===== src/rtl/pwm_audio_pkg.sv =====
// Shared types and constants for the PWM audio capture path.
package pwm_audio_pkg;

  localparam int PWM_PERIOD   = 255;
  localparam int PWM_SAMPLE_W = 8;

  typedef logic [PWM_SAMPLE_W-1:0] pwm_sample_t;

  // Delivery phase after reset: skip one frame, deliver one without a
  // comparison partner, then run with the stable comparison active.
  typedef enum logic [1:0] {
    CAP_WARMUP = 2'd0,
    CAP_FIRST  = 2'd1,
    CAP_RUN    = 2'd2
  } cap_state_t;

endpackage


===== src/rtl/pwm_sync.sv =====
// Generic N-stage bit synchroniser with synchronous active-high reset.
module pwm_sync #(
  parameter int STAGES = 2
) (
  input  logic clk,
  input  logic rst,
  input  logic d,
  output logic q
);

  logic [STAGES-1:0] chain;

  always_ff @(posedge clk) begin
    if (rst) begin
      chain <= '0;
    end else begin
      chain <= {chain[STAGES-2:0], d};
    end
  end

  assign q = chain[STAGES-1];

endmodule


===== src/rtl/pwm_audio_capture.sv =====
// Recovers 8-bit samples from a free-running PWM stream by counting high cycles per frame.
// Optional build macro PWM_CAPTURE_DEGLITCH_EN inserts a 3-tap majority filter before the accumulator.
module pwm_audio_capture
  import pwm_audio_pkg::*;
#(
  parameter int PERIOD      = PWM_PERIOD,
  parameter int SYNC_STAGES = 2
) (
  input  logic        clk,
  input  logic        rst,
  input  logic        pwm_in,
  output pwm_sample_t sample,
  output logic        sample_valid,
  input  logic        sample_ready,
  output logic        overrun,
  output logic        stable
);

  localparam pwm_sample_t LAST_CNT = pwm_sample_t'(PERIOD - 1);

  logic        s_bit;
  logic        acc_bit;
  pwm_sample_t frame_cnt;
  pwm_sample_t acc;
  pwm_sample_t result;
  logic        frame_end;
  logic        deliver;
  logic        compare_en;
  cap_state_t  state;
  cap_state_t  state_next;

  pwm_sync #(
    .STAGES (SYNC_STAGES)
  ) u_sync (
    .clk (clk),
    .rst (rst),
    .d   (pwm_in),
    .q   (s_bit)
  );

`ifdef PWM_CAPTURE_DEGLITCH_EN
  logic tap1;
  logic tap2;
  logic filt;

  // Registered majority of the newest three synchronised bits.
  always_ff @(posedge clk) begin
    if (rst) begin
      tap1 <= 1'b0;
      tap2 <= 1'b0;
      filt <= 1'b0;
    end else begin
      tap1 <= s_bit;
      tap2 <= tap1;
      filt <= (s_bit & tap1) | (s_bit & tap2) | (tap1 & tap2);
    end
  end

  assign acc_bit = filt;
`else
  assign acc_bit = s_bit;
`endif

  assign frame_end = (frame_cnt == LAST_CNT);
  // acc stays below PERIOD inside a frame, so the closing add cannot wrap.
  assign result    = acc + {{(PWM_SAMPLE_W-1){1'b0}}, acc_bit};

  always_ff @(posedge clk) begin
    if (rst) begin
      state <= CAP_WARMUP;
    end else begin
      state <= state_next;
    end
  end

  always_comb begin
    state_next = state;
    deliver    = 1'b0;
    compare_en = 1'b0;
    case (state)
      CAP_WARMUP: begin
        if (frame_end) state_next = CAP_FIRST;
      end
      CAP_FIRST: begin
        deliver = frame_end;
        if (frame_end) state_next = CAP_RUN;
      end
      CAP_RUN: begin
        deliver    = frame_end;
        compare_en = 1'b1;
      end
      default: begin
        state_next = CAP_WARMUP;
      end
    endcase
  end

  always_ff @(posedge clk) begin
    if (rst) begin
      frame_cnt <= '0;
      acc       <= '0;
    end else if (frame_end) begin
      frame_cnt <= '0;
      acc       <= '0;
    end else begin
      frame_cnt <= frame_cnt + 1'b1;
      acc       <= result;
    end
  end

  // Valid/ready: a sample transfers on any edge where sample_valid and
  // sample_ready are both high; sample holds until then unless a newer
  // result overwrites it (flagged by overrun when it was not taken).
  always_ff @(posedge clk) begin
    if (rst) begin
      sample       <= '0;
      sample_valid <= 1'b0;
      overrun      <= 1'b0;
      stable       <= 1'b0;
    end else begin
      overrun <= deliver & sample_valid & ~sample_ready;
      if (deliver) begin
        sample       <= result;
        sample_valid <= 1'b1;
        // sample still holds the previous delivery at this point.
        stable       <= compare_en & (result == sample);
      end else if (sample_valid && sample_ready) begin
        sample_valid <= 1'b0;
      end
    end
  end

endmodule

===== config.mk =====
export PLATFORM = sky130hd
export DESIGN_NAME = pwm_audio_capture
export DESIGN_NICKNAME = d
export VERILOG_FILES = /design/src/rtl/pwm_audio_pkg.sv /design/src/rtl/pwm_sync.sv /design/src/rtl/pwm_audio_capture.sv
export SDC_FILE = /design/constraint.sdc
export NUM_CORES = 1
export LEC_CHECK = 0
export CORE_UTILIZATION = 40
export CTS_CLUSTER_SIZE = 28
export DETAILED_ROUTE_END_ITERATION = 8
export SYNTH_ARGS = -nofsm -noshare
export SYNTH_HDL_FRONTEND = slang
export SYNTH_SLANG_ARGS = --single-unit

===== constraint.sdc =====
create_clock -name clk -period 1.9 [get_ports clk]
set_clock_uncertainty 0.05 [all_clocks]
set_input_delay 0.38 -clock clk [delete_from_list [all_inputs] [get_ports clk]]
set_output_delay 0.38 -clock clk [all_outputs]
set_load 0.01 [all_outputs]

[Word level (Yosys, flattened, before mapping)]
Index checks and enable logic that the tools add are counted.
Word-level totals
  bits in registers: 31
  bits of input ports: 4
  output and inout port bits: 11
Cells by class
  $add $sub $neg: 2
  equal/unequal tests: 6
  mux-type cells: 7
  bitwise logic cells: 5
  reductions and logical operators: 6
Operators with widths (number)
  $add 8x1->8: 1
  $add 8x1->8 const B: 1
  $eq 8x8->1: 1
  $eq 8x8->1 const B: 1
  $pmux 2 s3: 1
  $mux 1: 4
  $mux 2: 2
  $ne 2x2->1 const B: 2
  $reduce_or 2->1: 2
  $and 1x1->1: 3
  $reduce_and 3->1: 1
  $eq 2x1->1 const B: 1
  $eq 2x2->1 const B: 1
  $logic_not 2->1: 1
  $not 1->1: 2
  $reduce_bool 2->1: 1
  $logic_and 1x1->1: 1

[Longest topological paths before layout]
Gate-level depths: netlist of run 1.
  word-level depth: 5
  depth in mapped cells: 8
  mapped depth without buffers: 7

[By module]
A second synthesis of run 1 with hierarchy kept.
Unflattened totals
  cells, all modules: 144
  area total of the unflattened synthesis: 1355.0 µm²
Modules (own cells, without submodules)
  pwm_audio_capture: times used 1, cells an instance 140, area an instance 1302.5 µm², sequential area each 580.6 µm²
  pwm_sync: times used 1, cells an instance 4, area an instance 52.6 µm², sequential area each 40.0 µm²

[Worst setup path after synthesis of run 1]
No wires, ideal clock.
  path kind: flip-flop to flip-flop
  start: register u_sync.chain[1]
  end: register stable
  setup time: 0.084 ns
  data arrival time: 1.566 ns
  required time: 1.766 ns
  setup slack: 0.200 ns
  cell stages (with the launch flop): 8
  path through: dfxtp_1 > ha_1 > ha_1 > xnor2_1 > nand3_1 > a311oi_2 > o2111ai_1 > o31ai_2
Between the ends
  word-level cells in the longest chain between the ends: 3
Ends and longest elaborated chain
  start, declared: RTL line pwm_sync.sv:11  | logic [STAGES-1:0] chain;
  start signal, assigned: RTL line pwm_sync.sv:17  | chain <= {chain[STAGES-2:0], d};
  $add 8x1->8: RTL line pwm_audio_capture.sv:66  | assign result = acc + {{(PWM_SAMPLE_W-1){1'b0}}, acc_bit};
  via result[1]: RTL line pwm_audio_capture.sv:25  | pwm_sample_t result;
  $eq 8x8->1: RTL line pwm_audio_capture.sv:126  | stable <= compare_en & (result == sample);
  $and 1x1->1: RTL line pwm_audio_capture.sv:126
  end signal, assigned: RTL line pwm_audio_capture.sv:126
  end, declared: RTL line pwm_audio_capture.sv:16  | output logic stable
The timed path passes the listed nets, and every way through them passes these cells.
A chain may end at the register's enable or synchronous reset.

[Final worst setup path of run 1]
Same ends and word-level chain as after synthesis.

==> results of run 1 <==
-- sequential cells by signal (all words and copies together) (netlist names) --
name	flops
sample	8
overrun	1
frame_cnt	8
state	2
u_sync.chain	2
acc	8
stable	1
sample_valid	1
-- logic make-up after synthesis --
kind of cell	share of synthesized area, %
simple gates	22.0
flops	44.1
compound gates	10.2
xor+xnor	12.5
buf+inv	4.27
fa+ha+maj	6.23
mux	0.712
-- power by group through the flow --
| stage | logic [W] | clock network (W) | registers, W |
|---|---|---|---|
| global route | 0.0000475 | 0.000491 | 0.000667 |
| finish | 0.0000412 | 0.000444 | 0.000665 |
| CTS | 0.0000411 | 0.000459 | 0.000665 |
| detailed placement | 0.0000407 | 0 | 0.000681 |
| global placement | 0.0000397 | 0 | 0.000680 |
| floorplan | 0.0000276 | 0 | 0.000679 |
-- through the flow --
step / instances / worst slack, ps / hold slack (ps) / utilization (%) / area, um^2
4_1_cts: 216 / 43.0 / 411 / 49.0 / 1650
3_5_place_dp: 208 / 95.1 / 387 / 46.9 / 1580
2_1_floorplan: 153 / 200 / 364 / - / 1410
5_1_grt: 216 / 13.7 / 434 / 49.5 / 1670
6_report: 216 / 114 / 408 / 49.5 / 1670
3_3_place_gp: 208 / 153 / 384 / 46.9 / 1580
-- worst max path at each step --
stage | from | end | slack [ps] | cells past startpoint
2_1_floorplan | u_sync.chain[1]$_SDFF_PP0_ | stable$_SDFFE_PP0P_ | 200 | 7
3_3_place_gp | u_sync.chain[1]$_SDFF_PP0_ | stable$_SDFFE_PP0P_ | 150 | 7
3_5_place_dp | u_sync.chain[1]$_SDFF_PP0_ | stable$_SDFFE_PP0P_ | 100 | 7
4_1_cts | u_sync.chain[1]$_SDFF_PP0_ | stable$_SDFFE_PP0P_ | 40 | 7
5_1_grt | acc[0]$_SDFF_PP0_ | stable$_SDFFE_PP0P_ | 10 | 7
6_report | u_sync.chain[1]$_SDFF_PP0_ | stable$_SDFFE_PP0P_ | 110 | 7
-- cells in the final DEF (no fill, tap or decap), types with 3 or more instances in the layout --
master and count:
ha_1 6, a211oi_1 6, nor2_1 27, and3_4 3, nand2_1 7, dfxtp_1 31
xnor2_1 14, nand4_1 3, nand3_1 10, xor2_1 6, clkbuf_4 5, inv_1 5
a21oi_1 6, clkdlybuf4s50_1 14
-- worst max-delay path: cells and delay by family, from the launching register on --
kind | cells | cell delay (ps)
compound gates | 3 | 580
xor+xnor | 1 | 110
fa+ha+maj | 2 | 540
flops | 1 | 310
simple gates | 1 | 110
-- routing by layer --
| metal | vias to the layer above | track usage [%] |
|---|---|---|
| li1 | 553 | - |
| met1 | 517 | 20.5 |
| met2 | 10 | 23.6 |
| met3 | 4 | 8.19 |
| met4 | 0 | 6.82 |
| met5 | - | 0 |
-- cell type report --
class                           instances  share of cell area (%)
Clock buffer                            8                    4.13
Inverter                                5                    1.13
Multi-Input combinational cell        110                    44.7
Sequential cell                        31                    37.3
Tap cell                               46                    3.46
Timing Repair Buffer                   16                    9.32
==> metrics list, run 1 <==
* Mean instance size in the synthesized netlist: between 9 and 10 um^2
* Fraction of the yosys area taken by sequential cells: 44.1%
* Final HPWL from detailed placement: 1.91 mm
- Sorting the synthesized cells by area gives the leading types as dfxtp_1 44%, xnor2_1 8.7%, nor2_1 7.2%.
- Worst Reg-to-Reg Cells: 7
- The root buffer cell chosen for the clock tree is clkbuf_4.
* Area of combinational cells with multiple inputs: 744 um^2
- Total number of placement rows: 21
* Ports placed on the boundary: 15
- Mean routed wirelength per cell: 12.8 um
* Top cells by count, synth: 31 x dfxtp_1, 27 x nor2_1, 14 x xnor2_1
- Cell internal power was estimated by the tool at 0.000895 W.
- Number of stages on the worst hold path: 1
- DRC violations left: 0
- Total power of the final layout: 0.00115 W
- Data on the critical path arrives at its endpoint at roughly 2000 ps.
- Wire length on met3: 89 um
- Area growth syn-to-layout: 18.4%
- The worst register-to-register path begins at u_sync.chain[1]$_SDFF_PP0_.
- Summed over all failing endpoints, the final setup total negative slack is 0 ps.
* Sequential cell area: 621 um^2
* Antenna fix cells: 0
- In this design, the stage delay of the slowest critical-path cell is 310 ps.
* Number of antenna violations at the first check in global routing: 0
* Ordered cell list for the critical path: ha_1 > ha_4 > xnor2_1 > nand3_1 > a311oi_2 > o2111ai_2 > o31ai_2
- Clock insertion delay at the later pin of the skew report: 340 ps
* Library cell occupying the most area in the post-synthesis netlist: dfxtp_1
- Height of the chip: around 60 um
* Part of the power in the clock network: 38.6%
* Number of DRC markers in iteration 0: 48
- Number of synthesized register bits: 31
* Crit path max-delay cell type: dfxtp_1
* Setup repair after global routing missed its margin: no
* Weighted congestion reported at the end of routability-driven placement: about 0.79
- Summed over all nets, wire length on met2 after detailed routing comes to ~1.3 mm.
* Post-CTS Hold Buffers: 0
* Proportion of total power due to net switching: 22.2%
- The worst setup path is captured at a register.
- Area of the core: 3360 um^2
- Period utilisation layout: 94.0%
- The flow ran to the end, and the final reports show no timing, DRC or antenna violations.
- The longest clock path from root to sink contains 2 buffers.
- The first detailed-routing pass ran for 4 iterations.
- Synthesis Warnings: 0
- The analysis attributes to cell leakage a power of between 0.5 and 0.6 nW.
- In this run the tightest slew margin relative to its limit is 77.3%.
* Post-synth top area share: 44.1%
- The number of global-route vias before repair was 948.
- Combinational power share: 3.6%
- Number of maximum-capacitance constraint violations: 0
- Sum of overflow across all layers after global routing: 0
* Total via count after detailed routing: 1084
* Number of nets with antenna violations after detailed routing: 0
- After detailed routing, no signal wire sits above met4.
- Synthesis produced 153 cells.
- The worst setup path is of the reg2reg kind.
- The floorplan step set the die width to 61.3 um.
* Syn Nets: 164
- dfxtp_1 is the most common cell in the netlist.
* Minimum clock period after layout: 1790 ps
- Setup slack of the worst register-to-register path: 110 ps
- Aggregate global-route resource usage: 16.3%
- IO buf count: 14
- Sequential share of power: 57.8%
- Cell area after synthesis: between 1000 and 1500 um^2
- For the pin with the worst max-slew slack, the measured transition is between 300 and 400 ps.
* Worst VDD drop: between 300 and 400 uV
* Worst Hold Path EP: u_sync.chain[1]$_SDFF_PP0_
* Pin count of the biggest net entering global routing: 17
- Full die area: 3760 um^2
- Vias per std cell: around 5.0
- Fillers: 332
- Top FF cell, synth: dfxtp_1
- TritonCTS built the clock tree.
- Of all nets on the critical path, the largest fanout is 3.
- Once the floorplan was initialized, standard cells occupied 41.8% of the core.
* Final setup violation count: 0
* H-tree level count: 2
- The startpoint identified for the worst hold timing path is u_sync.chain[0]$_SDFF_PP0_.
* Worst-path clk slew: ~100 ps
- Power per unit of standard cell area: 691 nW/um^2
- Max Transition Viols Final: 0
- Min-Delay Path Class: reg2reg
- Fraction of layout cells with a size suffix above 1: 10.0%
- FF-to-FF End: stable$_SDFFE_PP0P_
- Number of endpoints with negative hold slack in the final report: 0
- Number of distinct library cells after synthesis: 31
- Buffers inserted during clock tree synthesis total 5.
- Met1 routed wirelength after detailed routing: 1.35 mm
- The worst setup path is launched from a register.
* Peak clock frequency supported by timing: about 560 MHz
* Sw Pwr: 0.000256 W
- The routed design has 2.76 mm of wire.
- At the worst endpoint, the required time is roughly 2100 ps.
- Number of gates resized after CTS: 0
- After the last flow step, the layout net total stands at 180.
- Number of synthesized flops with an enable pin: 0
- Counting flops with an async set or reset pin after synthesis yields a share of 0%.
- Clock tree synthesis found a total of 31 sinks.
- Post-CTS timing repair inserted 0 buffers for setup.
* Wire length of the first global-routing pass: ~4.2 mm
No activity file was read; power rests on OpenSTA's default activity.
==> run 2: changes to the inputs <==
--- a/config.mk
+++ b/config.mk
@@ -8,6 +8,7 @@
 export CORE_UTILIZATION = 40
 export CTS_CLUSTER_SIZE = 28
 export DETAILED_ROUTE_END_ITERATION = 8
+export PLACE_DENSITY = 0.67
 export SYNTH_ARGS = -nofsm -noshare
 export SYNTH_HDL_FRONTEND = slang
 export SYNTH_SLANG_ARGS = --single-unit
==> run 2 against run 1 <==
Combinational power grew 1%. Sequential cell count unchanged. Non-clock buffer count stayed put. Design area grew 1.1%. Clock power grew 23%. Critical path depth unchanged. Maximum frequency is 0.88% lower. Via count is 1.4% lower.
==> metrics list, run 2 (synthesis results as in run 1) <==
* Final setup slack of the worst path: 98.5 ps (-15.8 ps)
- The DRC violations left is 0 (unchanged).
- Number of maximum-capacitance constraint violations: 0 (unchanged)
- The worst register-to-register path begins at u_sync.chain[1]$_SDFF_PP0_.
- The number of hold-slack violations in the final timing report was 0 (unchanged).
- The global-route track usage on met3 is 6.30% (-1.9 points).
* WS Path Type: reg2reg
* Weighted congestion reported at the end of routability-driven placement: 0.812 (+2.9%)
- Most frequent standard cell in the layout excluding fill and tap cells: dfxtp_1
- Post-place instance area: 1580 um^2 (unchanged)
* Least-Margin Pin Slew: 332 ps (-8.44 ps)
- The depth of the CTS H-tree was 2 (unchanged).
* Regs by FF count: acc (8), frame_cnt (8), sample (8)
- The count of final max-slew check failures came to 0 (unchanged).
* Detailed-routing iteration count for the pre-antenna-repair pass: 4 (unchanged)
- Power per unit of standard cell area: 744 nW/um^2 (+7.6%)
* Total Wirelength: 2.67 mm (-3.2%)
* Pin count of the biggest net entering global routing: 17 (unchanged)
* Worst Reg-to-Reg Cells: 7 (unchanged)
- The global-route met2 utilization came to 26.7% (+3.1 points).
* Peak fanout along the critical path: 3 (unchanged)
* Final-stage net count: 180 (unchanged)
* Setup fix buffers added after clock tree synthesis: 0 (unchanged)
- The required time at the endpoint of the critical path came to 2110 ps (about the same).
- The number of I/O pins came to 15 (unchanged).
- Run status: complete, no violations
* Height of the chip: 61.3 um (unchanged)
- Initial cell density of the core: 41.8% (unchanged)
- FF-to-FF End: stable$_SDFFE_PP0P_
- The post-route setup TNS was 0 ps (unchanged).
- The detailed router's first-iteration violation count is 47 (-2.1%).
* Min-Delay Path Class: reg2reg
* Total via count after detailed routing: 1069 (-1.4%)
- Clock tree sinks: 31 (unchanged)
- Area of the core: 3360 um^2 (unchanged)
* Setup crit end kind: register
- Sum of overflow across all layers after global routing: 0 (unchanged)
- IO buf count: 14 (unchanged)
- Worst VDD drop: 423 uV (+12%)
* Final setup violation count: 0 (unchanged)
* Final cell area excluding filler cells: 1680 um^2 (+1.1%)
* Clock buffers created by TritonCTS: 5 (unchanged)
- CTS Root Cell: clkbuf_4
- The leakage power total came to 0.568 nW (+1.7%).
- Number of antenna violations at the first check in global routing: 0 (unchanged)
- The post-route fraction of the period consumed by the critical path is 94.8% (+0.83 points).
* Minimum clock period after layout: 1800 ps (+15.8 ps)
* Total number of placement rows: 21 (unchanged)
- Number of stages on the worst hold path: 1 (unchanged)
- The count of inserted antenna diode cells is 0 (unchanged).
- Wire length of the first global-routing pass: 4.40 mm (+3.9%)
- TritonCTS built the clock tree.
- Worst Hold Launch: u_sync.chain[0]$_SDFF_PP0_
* Via count of the first global-routing pass: 1055 (+11%)
- Data arrival, critical path: 2010 ps (about the same)
- Mean routed wirelength per cell: 12.4 um (-3.2%)
- Worst max-slew margin expressed relative to the limit: 77.9% (+0.56 points)
- The die width was 61.3 um (unchanged).
* Peak clock frequency supported by timing: 555 MHz (-0.88%)
- The met1 global-route usage is 19.9% (-0.57 points).
- The number of nets with antenna violations after routing came to 0 (unchanged).
- Most frequent cells in the layout: 31 x dfxtp_1, 27 x nor2_1, 14 x xnor2_1, 14 x clkdlybuf4s50_1, 10 x nand3_1
- Cell total after placement: 208 (unchanged)
* Worst Hold Path EP: u_sync.chain[1]$_SDFF_PP0_
* Fraction of layout cells with a size suffix above 1: 10.6% (+0.59 points)
* Worst-path clk slew: 100 ps (about the same)
- The worst-case setup slack after placement is 72.3 ps (-22.8 ps).
* Crit start category: register
* Post-CTS Hold Buffers: 0 (unchanged)
* Setup slack of the worst register-to-register path: 100 ps (-20 ps)
- Final HPWL from detailed placement: 1.98 mm (+4.1%)
* Buffer levels on the longest clock path: 2 (unchanged)
* Aggregate global-route resource usage: 16.5% (+0.20 points)
* Clock insertion delay at the later pin of the skew report: 330 ps (about the same)
- Count of non-filler cells in the finished layout: 216 (unchanged)
* Full die area: 3760 um^2 (unchanged)
- Compared with the post-synthesis result, the final layout area differs by 19.7%.
* GRT busiest layer: met2
- Total power of the final layout: 0.00125 W (+8.8%)
- The number of vias per cell is 4.95 (-1.4%).
## run 2: changes by cell type in the layout (fill, tap and decap cells not counted)
cell | before | now
bufinv_16 | 0 | 1
clkbuf_1 | 1 | 0
clkbuf_8 | 2 | 1
clkinv_2 | 0 | 1
## run 2: critical path, stage by stage, from the launching register on
cell and delay (ps):
dfxtp_1 330, ha_1 220, ha_4 160, nand3_1 130, xnor2_1 190, a311oi_2 290
o2111ai_2 160, o31ai_2 190
## run 2: per-layer routing
metal / vias up / share of wire (%)
met1: 500 / 45
met2: 11 / 50
met3: 6 / 3.6
met4: 0 / 1.5
met5: - / 0
li1: 552 / -
## run 2: worst max-delay path by stage
stage	to	slack [ps]	depth (start not counted)	from
final	stable$_SDFFE_PP0P_	100	7	u_sync.chain[1]$_SDFF_PP0_
after global routing	stable$_SDFFE_PP0P_	-8	7	u_sync.chain[1]$_SDFF_PP0_
after CTS	stable$_SDFFE_PP0P_	40	7	u_sync.chain[1]$_SDFF_PP0_
after detailed placement	stable$_SDFFE_PP0P_	70	7	u_sync.chain[1]$_SDFF_PP0_
after global placement	stable$_SDFFE_PP0P_	160	7	u_sync.chain[1]$_SDFF_PP0_
after floorplan	stable$_SDFFE_PP0P_	200	7	u_sync.chain[1]$_SDFF_PP0_
## run 2: power breakdown
group / total, W / internal, W / leakage (nW) / switching, W
Clock: 0.000544 / 0.000311 / 0.0482 / 0.000233
Sequential: 0.000666 / 0.000658 / 0.251 / 0.00000757
Combinational: 0.0000416 / 0.0000194 / 0.269 / 0.0000222
## run 2: layout make-up
cell class	instances	area, um^2
tap	46	57.6
clock inverter	2	35.0
clock buffer	6	51.3
multi-input combinational	110	744
fill	342	1680
timing repair buffer	16	155
inverter	5	18.8
sequential	31	621
## run 2: what timing repair did
action | in CTS | in global routing
setup endpoints to repair | 0 | 1
resized for setup | 0 | 2
hold endpoints to repair | 0 | 0
## run 2: stage by stage
stage | hold WS [ps] | utilization (%)
global placement | 392 | 46.9
global route | 436 | 50.0
finish | 408 | 50.0
detailed placement | 398 | 46.9
floorplan | 364 | -
CTS | 409 | 49.5
==> run 3: changes to the inputs <==
==> constraint.sdc (replaced) <==
create_clock -name clk -period 1.9 [get_ports clk]
set_clock_uncertainty 0.05 [all_clocks]
set_input_delay 0.475 -clock clk [delete_from_list [all_inputs] [get_ports clk]]
set_output_delay 0.475 -clock clk [all_outputs]
set_load 0.01 [all_outputs]
==> run 3 against run 2 <==
Worst setup slack worse by 3.0 ps. Die area stayed put. Combinational power hardly changed. Cell count is 0.46% higher. Utilization is 0.30 points higher. Sequential cell count stayed put. Global-route usage is 0.12 points higher. Sequential share of layout area is 0.070 points lower. Clock power is 1% lower. First-iteration DRC count is 2.1% higher. Maximum frequency is 0.16% lower. Critical endpoint is now sample[7]. Largest cell class unchanged. Largest power group unchanged.
==> metrics list, run 3 (synthesis results as in run 1) <==
- Among all stages on the critical path, the largest delay is contributed by clkdlybuf4s50_1.
- The starting utilization of the core area came to 41.8% (unchanged).
* Sum of overflow across all layers after global routing: 0 (unchanged)
- The maximum clock insertion buffer count came to 2 (unchanged).
- The total clock buffers created by CTS is 5 (unchanged).
- The number of stages on the worst setup path came to 1 (-6).
- The worst endpoint data arrival time came to 1280 ps (-730 ps).
* Minimum clock period after layout: 1800 ps (+2.96 ps)
* Count of non-filler cells in the finished layout: 217 (+0.46%)
- Ports placed on the boundary: 15 (unchanged)
* H-tree level count: 2 (unchanged)
* Mean routed wirelength per cell: 12.6 um (+2.3%)
- In the layout the commonest cells are 29 x dfxtp_1, 27 x nor2_1, 14 x xnor2_1, 14 x clkdlybuf4s50_1, 10 x nand3_1.
- Area of the core: 3360 um^2 (unchanged)
- Critical Path End: sample[7]
- Worst Reg-to-Reg Cells: 7 (unchanged)
* Aggregate global-route resource usage: 16.6% (+0.12 points)
- Number of maximum-capacitance constraint violations: 0 (unchanged)
- Setup repair after global routing missed its margin: no
- Power per unit of standard cell area: 734 nW/um^2 (-1.3%)
* Crit start category: register
- Final-stage net count: 181 (+0.56%)
* Area growth syn-to-layout: 20.4%
* Critical path launch point: sample[7]$_SDFFE_PP0P_
- The first-pass GRT wire length was 4.39 mm (-0.32%).
- Sequential cell area: 623 um^2 (+0.40%)
* Vias per std cell: 4.99 (+0.84%)
- The number of rows created at floorplan is 21 (unchanged).
- Area of combinational cells with multiple inputs: 744 um^2 (unchanged)
- Number of DRC markers in iteration 0: 48 (+2.1%)
* Run status: complete, no violations
* Category of cells accounting for the largest share of critical-path delay: buffers and inverters
- The height of the die was 61.3 um (unchanged).
- The via count is 1083 (+1.3%).
- CTS Root Cell: clkbuf_4
* Final setup slack of the worst path: 95.6 ps (-2.96 ps)
* Worst setup slack before clock tree synthesis: 74.9 ps (+2.60 ps)
- The number of global-route vias before repair came to 998 (-5.4%).
- The total number of clock tree sinks was 31 (unchanged).
- Worst max-slew margin expressed relative to the limit: 79.3% (+1.4 points)
- TritonCTS built the clock tree.
- Final setup violation count: 0 (unchanged)
- DRC violations left: 0 (unchanged)
- Fillers: 336 (-1.8%)
- WS Path Type: reg2out
* Worst-path clk slew: 100 ps (about the same)
* Max Transition Viols Final: 0 (unchanged)
- Delay of the slowest critical-path stage: 560 ps (+230 ps)
* Total Wirelength: 2.74 mm (+2.8%)
- Min-Delay Path Class: reg2reg
* Peak clock frequency supported by timing: 554 MHz (-0.16%)
- Post-place instance area: 1590 um^2 (+0.48%)
- Number of antenna violations at the first check in global routing: 0 (unchanged)
- Setup fix buffers added after clock tree synthesis: 0 (unchanged)
* Regs by FF count: acc (8), frame_cnt (8), sample (8)
* Critical Path RT: 1370 ps (-740 ps)
- Worst reg2reg path startpoint: u_sync.chain[1]$_SDFF_PP0_
- The number of nets with antenna violations after routing is 0 (unchanged).
- STA classifies the critical path endpoint as an output pin.
* Number of endpoints with negative hold slack in the final report: 0 (unchanged)
- The post-route fraction of the period consumed by the critical path was 95.0% (+0.16 points).
- The endpoint identified for the worst register-to-register timing path is stable$_SDFFE_PP0P_.
- Weighted congestion reported at the end of routability-driven placement: 0.776 (-4.5%)
* IO buf count: 14 (unchanged)
- The worst-margin pin slew was 311 ps (-21.1 ps).
- The maximum resistive drop on vdd was 388 uV (-8.3%).
* Clock insertion delay at the later pin of the skew report: 330 ps (about the same)
- The maximum number of pins on one net before global-route repair is 17 (unchanged).
- Horizontal die dimension: 61.3 um (unchanged)
- The leakage power total came to 0.574 nW (+1.0%).
- Number of buffer and inverter stages on the critical path: 1 (+1)
- The post-route cell area was 1690 um^2 (+0.59%).
- Most frequent standard cell in the layout excluding fill and tap cells: dfxtp_1
* Post-CTS Hold Buffers: 0 (unchanged)
- Full die area: 3760 um^2 (unchanged)
* Number of gates resized after CTS: 0 (unchanged)
- The number of placed instances, taps included was 209 (+0.48%).
- The post-route setup TNS was 0 ps (unchanged).
- The count of inserted antenna diode cells is 0 (unchanged).
- The length of the first detailed-routing pass in iterations was 4 (unchanged).
- The maximum fanout count along the critical path is 4 (+1).
- The proportion of layout cells with a drive suffix above 1 came to 12.3% (+1.7 points).
- The total half-perimeter wirelength after legalization and detailed placement came to 2.03 mm (+2.2%).
- The post-route total power was 0.00124 W (-0.69%).
- The setup slack on the worst flop-to-flop path is 140 ps (+40 ps).
- Walking the worst path, the cells encountered are clkdlybuf4s50_1.
-- run 3: cell types whose count changed in the layout (fill, tap and decap cells not counted), sizes merged --
cell,change
buf,+1
-- run 3: stage by stage --
| step | hold WS, ps | util (%) |
|---|---|---|
| 6_report | 418 | 50.3 |
| 5_1_grt | 426 | 50.3 |
| 4_1_cts | 416 | 49.7 |
| 3_5_place_dp | 400 | 47.1 |
| 3_3_place_gp | 392 | 47.1 |
| 2_1_floorplan | 364 | - |
-- run 3: how the worst min path moves through the flow --
stage | start | end | slack [ps] | cells after the start
after floorplan | u_sync.chain[0]$_SDFF_PP0_ | u_sync.chain[1]$_SDFF_PP0_ | 360 | 1
after global placement | frame_cnt[0]$_SDFF_PP0_ | frame_cnt[0]$_SDFF_PP0_ | 390 | 1
after detailed placement | u_sync.chain[0]$_SDFF_PP0_ | u_sync.chain[1]$_SDFF_PP0_ | 400 | 1
after CTS | u_sync.chain[0]$_SDFF_PP0_ | u_sync.chain[1]$_SDFF_PP0_ | 420 | 1
after global routing | u_sync.chain[0]$_SDFF_PP0_ | u_sync.chain[1]$_SDFF_PP0_ | 430 | 1
final | u_sync.chain[0]$_SDFF_PP0_ | u_sync.chain[1]$_SDFF_PP0_ | 420 | 1
-- run 3: metal layers --
| metal | share of wire, % | track usage [%] | up-vias |
|---|---|---|---|
| met1 | 44 | 19.0 | 510 |
| met4 | 1.7 | 6.82 | 0 |
| met2 | 51 | 28.0 | 11 |
| met3 | 3.5 | 6.30 | 6 |
| li1 | - | - | 556 |
| met5 | 0 | 0 | - |
-- run 3: report_power, final --
| group | internal, W | switching, W |
|---|---|---|
| Combinational | 0.0000204 | 0.0000215 |
| Sequential | 0.000658 | 0.00000730 |
| Clock | 0.000311 | 0.000225 |
| Total | 0.000989 | 0.000254 |
-- run 3: cell type report --
| type | count | area share (%) |
|---|---|---|
| Multi-Input combinational cell | 110 | 44.0 |
| Inverter | 5 | 1.11 |
| Clock buffer | 6 | 3.03 |
| Sequential cell | 31 | 36.8 |
| Tap cell | 46 | 3.40 |
| Timing Repair Buffer | 17 | 9.61 |
| Clock inverter | 2 | 2.07 |
